## config.mk

```make
export PLATFORM = sky130hd
export DESIGN_NAME = control_multiciclo
export DESIGN_NICKNAME = d
export VERILOG_FILES = /design/src/rtl/control_multiciclo.sv
export SDC_FILE = /design/constraint.sdc
export NUM_CORES = 1
export LEC_CHECK = 0
export ABC_AREA = 1
export BUFFER_PORTS_ARGS = -buffer_cell sky130_fd_sc_hd__buf_2
export CORE_ASPECT_RATIO = 0.9
export CORE_UTILIZATION = 25
export CTS_CLUSTER_DIAMETER = 200
export CTS_CLUSTER_SIZE = 16
export DETAILED_ROUTE_END_ITERATION = 12
export RECOVER_POWER = 50
export SLEW_MARGIN = 10
export SYNTH_ARGS = -nofsm -noshare
export SYNTH_HDL_FRONTEND = slang
export SYNTH_SLANG_ARGS = --single-unit
```

## constraint.sdc

```tcl
create_clock -name clk -period 1.2 [get_ports clk]
set_input_delay 0.24 -clock clk [delete_from_list [all_inputs] [get_ports clk]]
set_output_delay 0.24 -clock clk [all_outputs]
set_load 0.02 [all_outputs]
```

## src/rtl/control_multiciclo.sv

```systemverilog
`default_nettype none
// ============================================================================
// Module  : control_multiciclo
// Brief   : Multi-cycle control FSM sequencing ALU, register bank and unified
//           memory, with memory-ready handshake timeout and illegal-op flag.
// Rev     : 1.0  initial release
// ============================================================================
module control_multiciclo #(
    parameter int MEM_TIMEOUT = 15
) (
    input  logic       clk,
    input  logic       reset,
    input  logic [5:0] opCode,
    input  logic       memReady,
    output logic       PCWrite,
    output logic       PCWriteCond,
    output logic       PCSource,
    output logic       IorD,
    output logic       MemRead,
    output logic       MemWrite,
    output logic       IRWrite,
    output logic       RegDst,
    output logic       MemToReg,
    output logic       RegWrite,
    output logic       ALUsrcA,
    output logic [1:0] ALUsrcB,
    output logic [2:0] ALUOP,
    output logic       instrDone,
    output logic       illegalOp,
    output logic       memTimeout,
    output logic [3:0] state
);

    localparam int CNT_W = (MEM_TIMEOUT < 2) ? 1 : $clog2(MEM_TIMEOUT + 1);
    localparam logic [CNT_W-1:0] c_waitLast = CNT_W'((MEM_TIMEOUT == 0) ? 0 : MEM_TIMEOUT - 1);

    localparam logic [5:0] c_opR    = 6'b000000;
    localparam logic [5:0] c_opAddi = 6'b001000;
    localparam logic [5:0] c_opSlti = 6'b001010;
    localparam logic [5:0] c_opAndi = 6'b001100;
    localparam logic [5:0] c_opOri  = 6'b001101;
    localparam logic [5:0] c_opLw   = 6'b100011;
    localparam logic [5:0] c_opSw   = 6'b101011;
    localparam logic [5:0] c_opBeq  = 6'b000100;

    localparam logic [2:0] c_aluFunct = 3'b000;
    localparam logic [2:0] c_aluAdd   = 3'b010;
    localparam logic [2:0] c_aluSub   = 3'b110;
    localparam logic [2:0] c_aluAnd   = 3'b011;
    localparam logic [2:0] c_aluOr    = 3'b001;
    localparam logic [2:0] c_aluSlt   = 3'b111;

    typedef enum logic [3:0] {
        S_FETCH    = 4'd0,
        S_DECODE   = 4'd1,
        S_EXEC_R   = 4'd2,
        S_EXEC_I   = 4'd3,
        S_MEM_ADDR = 4'd4,
        S_MEM_RD   = 4'd5,
        S_MEM_WB   = 4'd6,
        S_MEM_WR   = 4'd7,
        S_WB_ALU   = 4'd8,
        S_BRANCH   = 4'd9
    } state_t;

    state_t             r_state;
    state_t             w_nextState;
    logic [CNT_W-1:0]   r_waitCnt;
    logic [5:0]         r_opLatched;
    logic               w_waitCycle;
    logic               w_timeout;

    // Any state that parks on memReady counts toward the timeout.
    assign w_waitCycle = !memReady &&
                         ((r_state == S_FETCH) || (r_state == S_MEM_RD) || (r_state == S_MEM_WR));
    assign w_timeout   = (MEM_TIMEOUT != 0) && w_waitCycle && (r_waitCnt == c_waitLast);

    always_ff @(posedge clk) begin
        if (reset) begin
            r_state     <= S_FETCH;
            r_waitCnt   <= '0;
            r_opLatched <= '0;
        end else begin
            r_state   <= w_nextState;
            r_waitCnt <= (w_waitCycle && !w_timeout) ? r_waitCnt + CNT_W'(1) : '0;
            if (r_state == S_DECODE) begin
                r_opLatched <= opCode;
            end
        end
    end

    always_comb begin
        w_nextState = r_state;
        PCWrite     = 1'b0;
        PCWriteCond = 1'b0;
        PCSource    = 1'b0;
        IorD        = 1'b0;
        MemRead     = 1'b0;
        MemWrite    = 1'b0;
        IRWrite     = 1'b0;
        RegDst      = 1'b0;
        MemToReg    = 1'b0;
        RegWrite    = 1'b0;
        ALUsrcA     = 1'b0;
        ALUsrcB     = 2'b00;
        ALUOP       = c_aluFunct;
        instrDone   = 1'b0;
        illegalOp   = 1'b0;
        memTimeout  = 1'b0;
        state       = r_state;

        case (r_state)
            S_FETCH: begin
                MemRead = 1'b1;
                ALUsrcB = 2'b01;
                ALUOP   = c_aluAdd;
                IRWrite = memReady;
                PCWrite = memReady;
                if (memReady) begin
                    w_nextState = S_DECODE;
                end else if (w_timeout) begin
                    memTimeout  = 1'b1;
                    w_nextState = S_FETCH;
                end
            end
            S_DECODE: begin
                ALUsrcB = 2'b11;
                ALUOP   = c_aluAdd;
                case (opCode)
                    c_opR:                                    w_nextState = S_EXEC_R;
                    c_opAddi, c_opSlti, c_opAndi, c_opOri:    w_nextState = S_EXEC_I;
                    c_opLw, c_opSw:                           w_nextState = S_MEM_ADDR;
                    c_opBeq:                                  w_nextState = S_BRANCH;
                    default: begin
                        illegalOp   = 1'b1;
                        w_nextState = S_FETCH;
                    end
                endcase
            end
            S_EXEC_R: begin
                ALUsrcA     = 1'b1;
                w_nextState = S_WB_ALU;
            end
            S_EXEC_I: begin
                ALUsrcA = 1'b1;
                ALUsrcB = 2'b10;
                case (r_opLatched)
                    c_opSlti: ALUOP = c_aluSlt;
                    c_opAndi: ALUOP = c_aluAnd;
                    c_opOri:  ALUOP = c_aluOr;
                    default:  ALUOP = c_aluAdd;
                endcase
                w_nextState = S_WB_ALU;
            end
            S_MEM_ADDR: begin
                ALUsrcA     = 1'b1;
                ALUsrcB     = 2'b10;
                ALUOP       = c_aluAdd;
                w_nextState = (r_opLatched == c_opSw) ? S_MEM_WR : S_MEM_RD;
            end
            S_MEM_RD: begin
                MemRead = 1'b1;
                IorD    = 1'b1;
                if (memReady) begin
                    w_nextState = S_MEM_WB;
                end else if (w_timeout) begin
                    memTimeout  = 1'b1;
                    w_nextState = S_FETCH;
                end
            end
            S_MEM_WB: begin
                RegWrite    = 1'b1;
                MemToReg    = 1'b1;
                instrDone   = 1'b1;
                w_nextState = S_FETCH;
            end
            S_MEM_WR: begin
                MemWrite = 1'b1;
                IorD     = 1'b1;
                if (memReady) begin
                    instrDone   = 1'b1;
                    w_nextState = S_FETCH;
                end else if (w_timeout) begin
                    memTimeout  = 1'b1;
                    w_nextState = S_FETCH;
                end
            end
            S_WB_ALU: begin
                RegWrite    = 1'b1;
                RegDst      = (r_opLatched == c_opR);
                instrDone   = 1'b1;
                w_nextState = S_FETCH;
            end
            S_BRANCH: begin
                ALUsrcA     = 1'b1;
                ALUOP       = c_aluSub;
                PCWriteCond = 1'b1;
                PCSource    = 1'b1;
                instrDone   = 1'b1;
                w_nextState = S_FETCH;
            end
            default: begin
                w_nextState = S_FETCH;
            end
        endcase

        // Outputs are forced quiet while reset is held, even mid-instruction.
        if (reset) begin
            PCWrite     = 1'b0;
            PCWriteCond = 1'b0;
            PCSource    = 1'b0;
            IorD        = 1'b0;
            MemRead     = 1'b0;
            MemWrite    = 1'b0;
            IRWrite     = 1'b0;
            RegDst      = 1'b0;
            MemToReg    = 1'b0;
            RegWrite    = 1'b0;
            ALUsrcA     = 1'b0;
            ALUsrcB     = 2'b00;
            ALUOP       = 3'b000;
            instrDone   = 1'b0;
            illegalOp   = 1'b0;
            memTimeout  = 1'b0;
            state       = 4'd0;
        end
    end

endmodule
`default_nettype wire

```

### Word level (Yosys, flattened, before mapping)

Index checks and enable logic that the tools add are counted.

* eq/ne operators: 21
* bitwise operators: 1
* add/sub/neg operators: 1
* muxes and demuxes: 41
* reductions and logical operators: 23

Operators by type and width (number)
* $eq A6 B4 Y1 const B: 7
* $mux W1: 27
* $pmux W4 S6: 1
* $mux W4: 5
* $eq A6 B6 Y1 const B: 3
* $pmux W3 S3: 2
* $eq A4 B3 Y1 const B: 4
* $pmux W4 S4: 1
* $reduce_or A2 Y1: 7
* $eq A4 B4 Y1 const B: 3
* $logic_not A6 Y1: 2
* $reduce_or A3 Y1: 3
* $eq A4 B2 Y1 const B: 2
* $reduce_or A4 Y1: 2
* $reduce_or A8 Y1: 1
* $eq A6 B3 Y1 const B: 1
* $pmux W2 S3: 1
* $add A4 B1 Y4 const B: 1
* $eq A4 B1 Y1 const B: 1
* $logic_not A4 Y1: 1
* $mux W2: 2
* $logic_and A1 B1 Y1: 3
* $mux W3: 1
* $logic_not A1 Y1: 2
* other kinds (3): 4

* word-level logic and storage cells: 90
* output and inout port bits: 23
* input port bits: 9
* bits in registers: 14

### Depth between registers and ports, before layout

* depth after elaboration: 9
* gate-level depth with buffers: 8
* mapped depth without buffers: 8

### Worst setup path after synthesis

No wires, ideal clock.

* path type: register to output
* from: register r_state[2]
* to: output illegalOp
* stages on the path, launching flop included: 6
* setup slack: -0.666 ns
* data required time: 0.960 ns
* arrival time: 1.626 ns
* buffers on the path: 0
* path through: dfxtp_1 > inv_2 > nand2_2 > nor3_1 > nand3_1 > nor3_1

* cells in the longest elaborated chain, start to end: 3

Ends and longest elaborated chain
* start, declared: RTL line 66 `state_t r_state;`
* start signal, assigned: RTL line 84 `r_state <= w_nextState;`
* $eq A4 B1 Y1: RTL line 112 `case (r_state)`
* $mux W1: RTL line 112
* $mux W1: RTL line 208 `if (reset) begin`
* end, declared: RTL line 29 `output logic illegalOp,`

No other way between the ends.

### Worst setup path after layout

* from: register r_state[2]
* to: output ALUOP[1]

* cells in the longest elaborated chain, start to end: 4
* elaborated cells on any way between the ends: 8

Ends and longest elaborated chain
* $eq A4 B1 Y1, or another cell as far along: RTL line 112
* $reduce_or A3 Y1 (no line)
* $pmux W3 S3 *: RTL line 112
* $mux W3 *: RTL line 208
* end, declared: RTL line 27 `output logic [2:0] ALUOP,`

Mark *: on every way between the ends. The rest lies on a longest branch, timed or not.

==> run metrics <==
internal reg-to-reg setup slack=-0.21 ns; Worst Hold Class=primary input to flop; top-area cell type share of the netlist area=27.5%; Area contributors post-synth=dfxtp_1 28%, nor2_1 13%, nand2_1 11%; pre-CTS WS=-0.237 ns; reg2reg start=r_state[1]; cell count after placement=300; largest net degree at the start of global routing=10; Data arrival, critical path=1.38 ns; area share of fa/ha/maj cells after synthesis=2.46%; Hold Path Origin=reset; CTS tree=done; simple-gate share of the synthesized area=43.4%; fin cells=313; final core occ=57.9%; Achievable Freq=618 MHz; cts bufs inserted=3; global placement routability congestion=0.841; #FFs+latches synth=14; final worst slack=-0.418 ns; DRC viols=0; Critical Path Start Type=flop; max_slew headroom=79.5%; critical path capture point type=output pin; power density cells=872 nW/um^2; 1st-iter DRT viols=50; PortBufs=31; setup violators final=33; die area=4330 sq um; Period minus WS final=1.62 ns; main combinational cell family by area after synthesis=simple AND/OR/NAND/NOR gates; Clk Latency, worst-skew pair=0.24 ns; fin crit share=135%; fin nets=279; Row Count=21; ANT cells=0; fill count=349; Leak Pwr=1.04 nW; initial antenna violation count=0; cell taking the most area after synthesis=dfxtp_1; Synth Flop Type=dfxtp_1; Post-DP Area=1770 sq um; Slew Limit Fails=0; hold_buf cts=0; total wire length=3500 microns; router iterations before antenna repair=4; hold path endpoint=r_state[0]; most common cell in the netlist=nor2_1; FFs w/ async S/R, synth=0%; Worst Setup SP=r_state[2]; Sink Count=14; post-route setup TNS=-8.21 ns; Netlist cell types=23; WHS=0.327 ns; area grow syn2layout=117%; failing checks=setup timing; Compound-Gate Fraction of Synth Area=11.3%; Via density=4.50; Critical Path RT=0.96 ns; Seq/Total Area, Yosys=27.5%; Worst-path clk slew=0.06 ns; Die W=69.3 microns; top post-synthesis cells by count=35 x nor2_1, 31 x nand2_1, 22 x inv_1; Root Driver=clkbuf_8; syn_area_per_cell=5.96 sq um; Post-synth EDFFs=0; total power=1.93 mW; post-route antenna net violation count=0; DP HPWL=2480 microns; Mapped Cells=171; Final Hold Violating Endpoints=0; critical path class=flop to output pin; core box area=3810 sq um; WL per Instance=11.2 microns; share of post-route cells with drive strength above 1=62.5%; vias in the first global route=1390; DR vias=1408; global-route wire length before repair=5980 microns; end of the worst register-to-register path=r_state[0]; GR Overflow Total=0; cell area after synthesis=1020 sq um; VDD IR max=0.000368 V; max-cap violations=0; Ys Warns=0; worst hold path cell count=2; Max H-tree Level=1; Initial Util=26.7%; crit path max fanout=5; Tightest Pin Transition=0.307 ns; Die Span Y=62.6 microns; status=complete, but fails checks; Net Count, Synth=182; post-synthesis mux area share=0%; Synth Area in XOR/XNOR=1.72%; clk_skew=0.000955 ns; CTS Buffer Depth=2; fin area=2210 sq um; RSZ-0062 raised after global routing=yes; I/O pins=32; GR Util All Layers=16.8%; Reg2Reg Depth=10
-- worst max path at each step --
stage,to,slack (ns),cells past startpoint
2_1_floorplan,illegalOp,-0.18,5
3_3_place_gp,ALUsrcA,-0.24,8
3_5_place_dp,ALUsrcA,-0.24,8
4_1_cts,ALUOP[1],-0.38,6
5_1_grt,memTimeout,-0.49,6
6_report,ALUOP[1],-0.42,6
-- power by group --
part	switching (mW)	total, mW	leakage, nW	internal (mW)
clock network	0.164	0.455	0.0288	0.291
registers	0.0533	0.565	0.118	0.512
logic	0.460	0.905	0.895	0.445
-- registers in the layout, summed over array words and instances (netlist names) --
register     count
r_opLatched      6
r_state          4
r_waitCnt        4
-- layout make-up --
type                            count  area [sq um]  area share (%)
Tap cell                           46          57.6            2.61
Multi-Input combinational cell    126           882            40.0
Inverter                           25           104            4.71
Sequential cell                    14           299            13.5
Clock buffer                        4          55.1            2.49
Timing Repair Buffer               98           810            36.7
-- layer usage --
metal,track usage [%],vias up,share of wire (%)
met4,6.12,0,1.1
met2,29.0,34,50
met3,1.61,4,2.4
met1,21.6,627,46
met5,0,-,0
li1,-,743,-
-- cell usage in the layout (no fill, tap or decap), drive strengths merged --
master	instances
buf	98
nand3b	1
nand2	34
ha	2
nor3	5
dfxtp	14
inv	25
nand3	14
a21oi	15
xnor2	1
clkbuf	4
o21ai	8
xor2	1
nand4	8
nor2	37
-- repair_timing --
action,in CTS,in global routing
setup buffers,10,3
resized for setup,77,30
endpoints found under the hold margin,0,0
setup endpoints to repair,37,37
gates cloned,0,0
pin swaps,16,16
-- logic make-up (layout without fill, tap and decap cells) --
logic type / count (synthesis) / count (layout)
AOI/OAI and AO/OA: 23 / 23
xor gates and xnor gates: 2 / 2
adders and majority gates: 2 / 2
buffers and inverters: 31 / 127
DFF: 14 / 14
and+or+nand+nor: 99 / 99
-- critical path: stages, from the launching register on --
cell and delay [ns]:
dfxtp_4 0.37, inv_4 0.08, nand4_1 0.19, nand2_2 0.16, a21oi_2 0.05, a21oi_2 0.15
buf_6 0.13
Power figures use the tool's default switching activity.
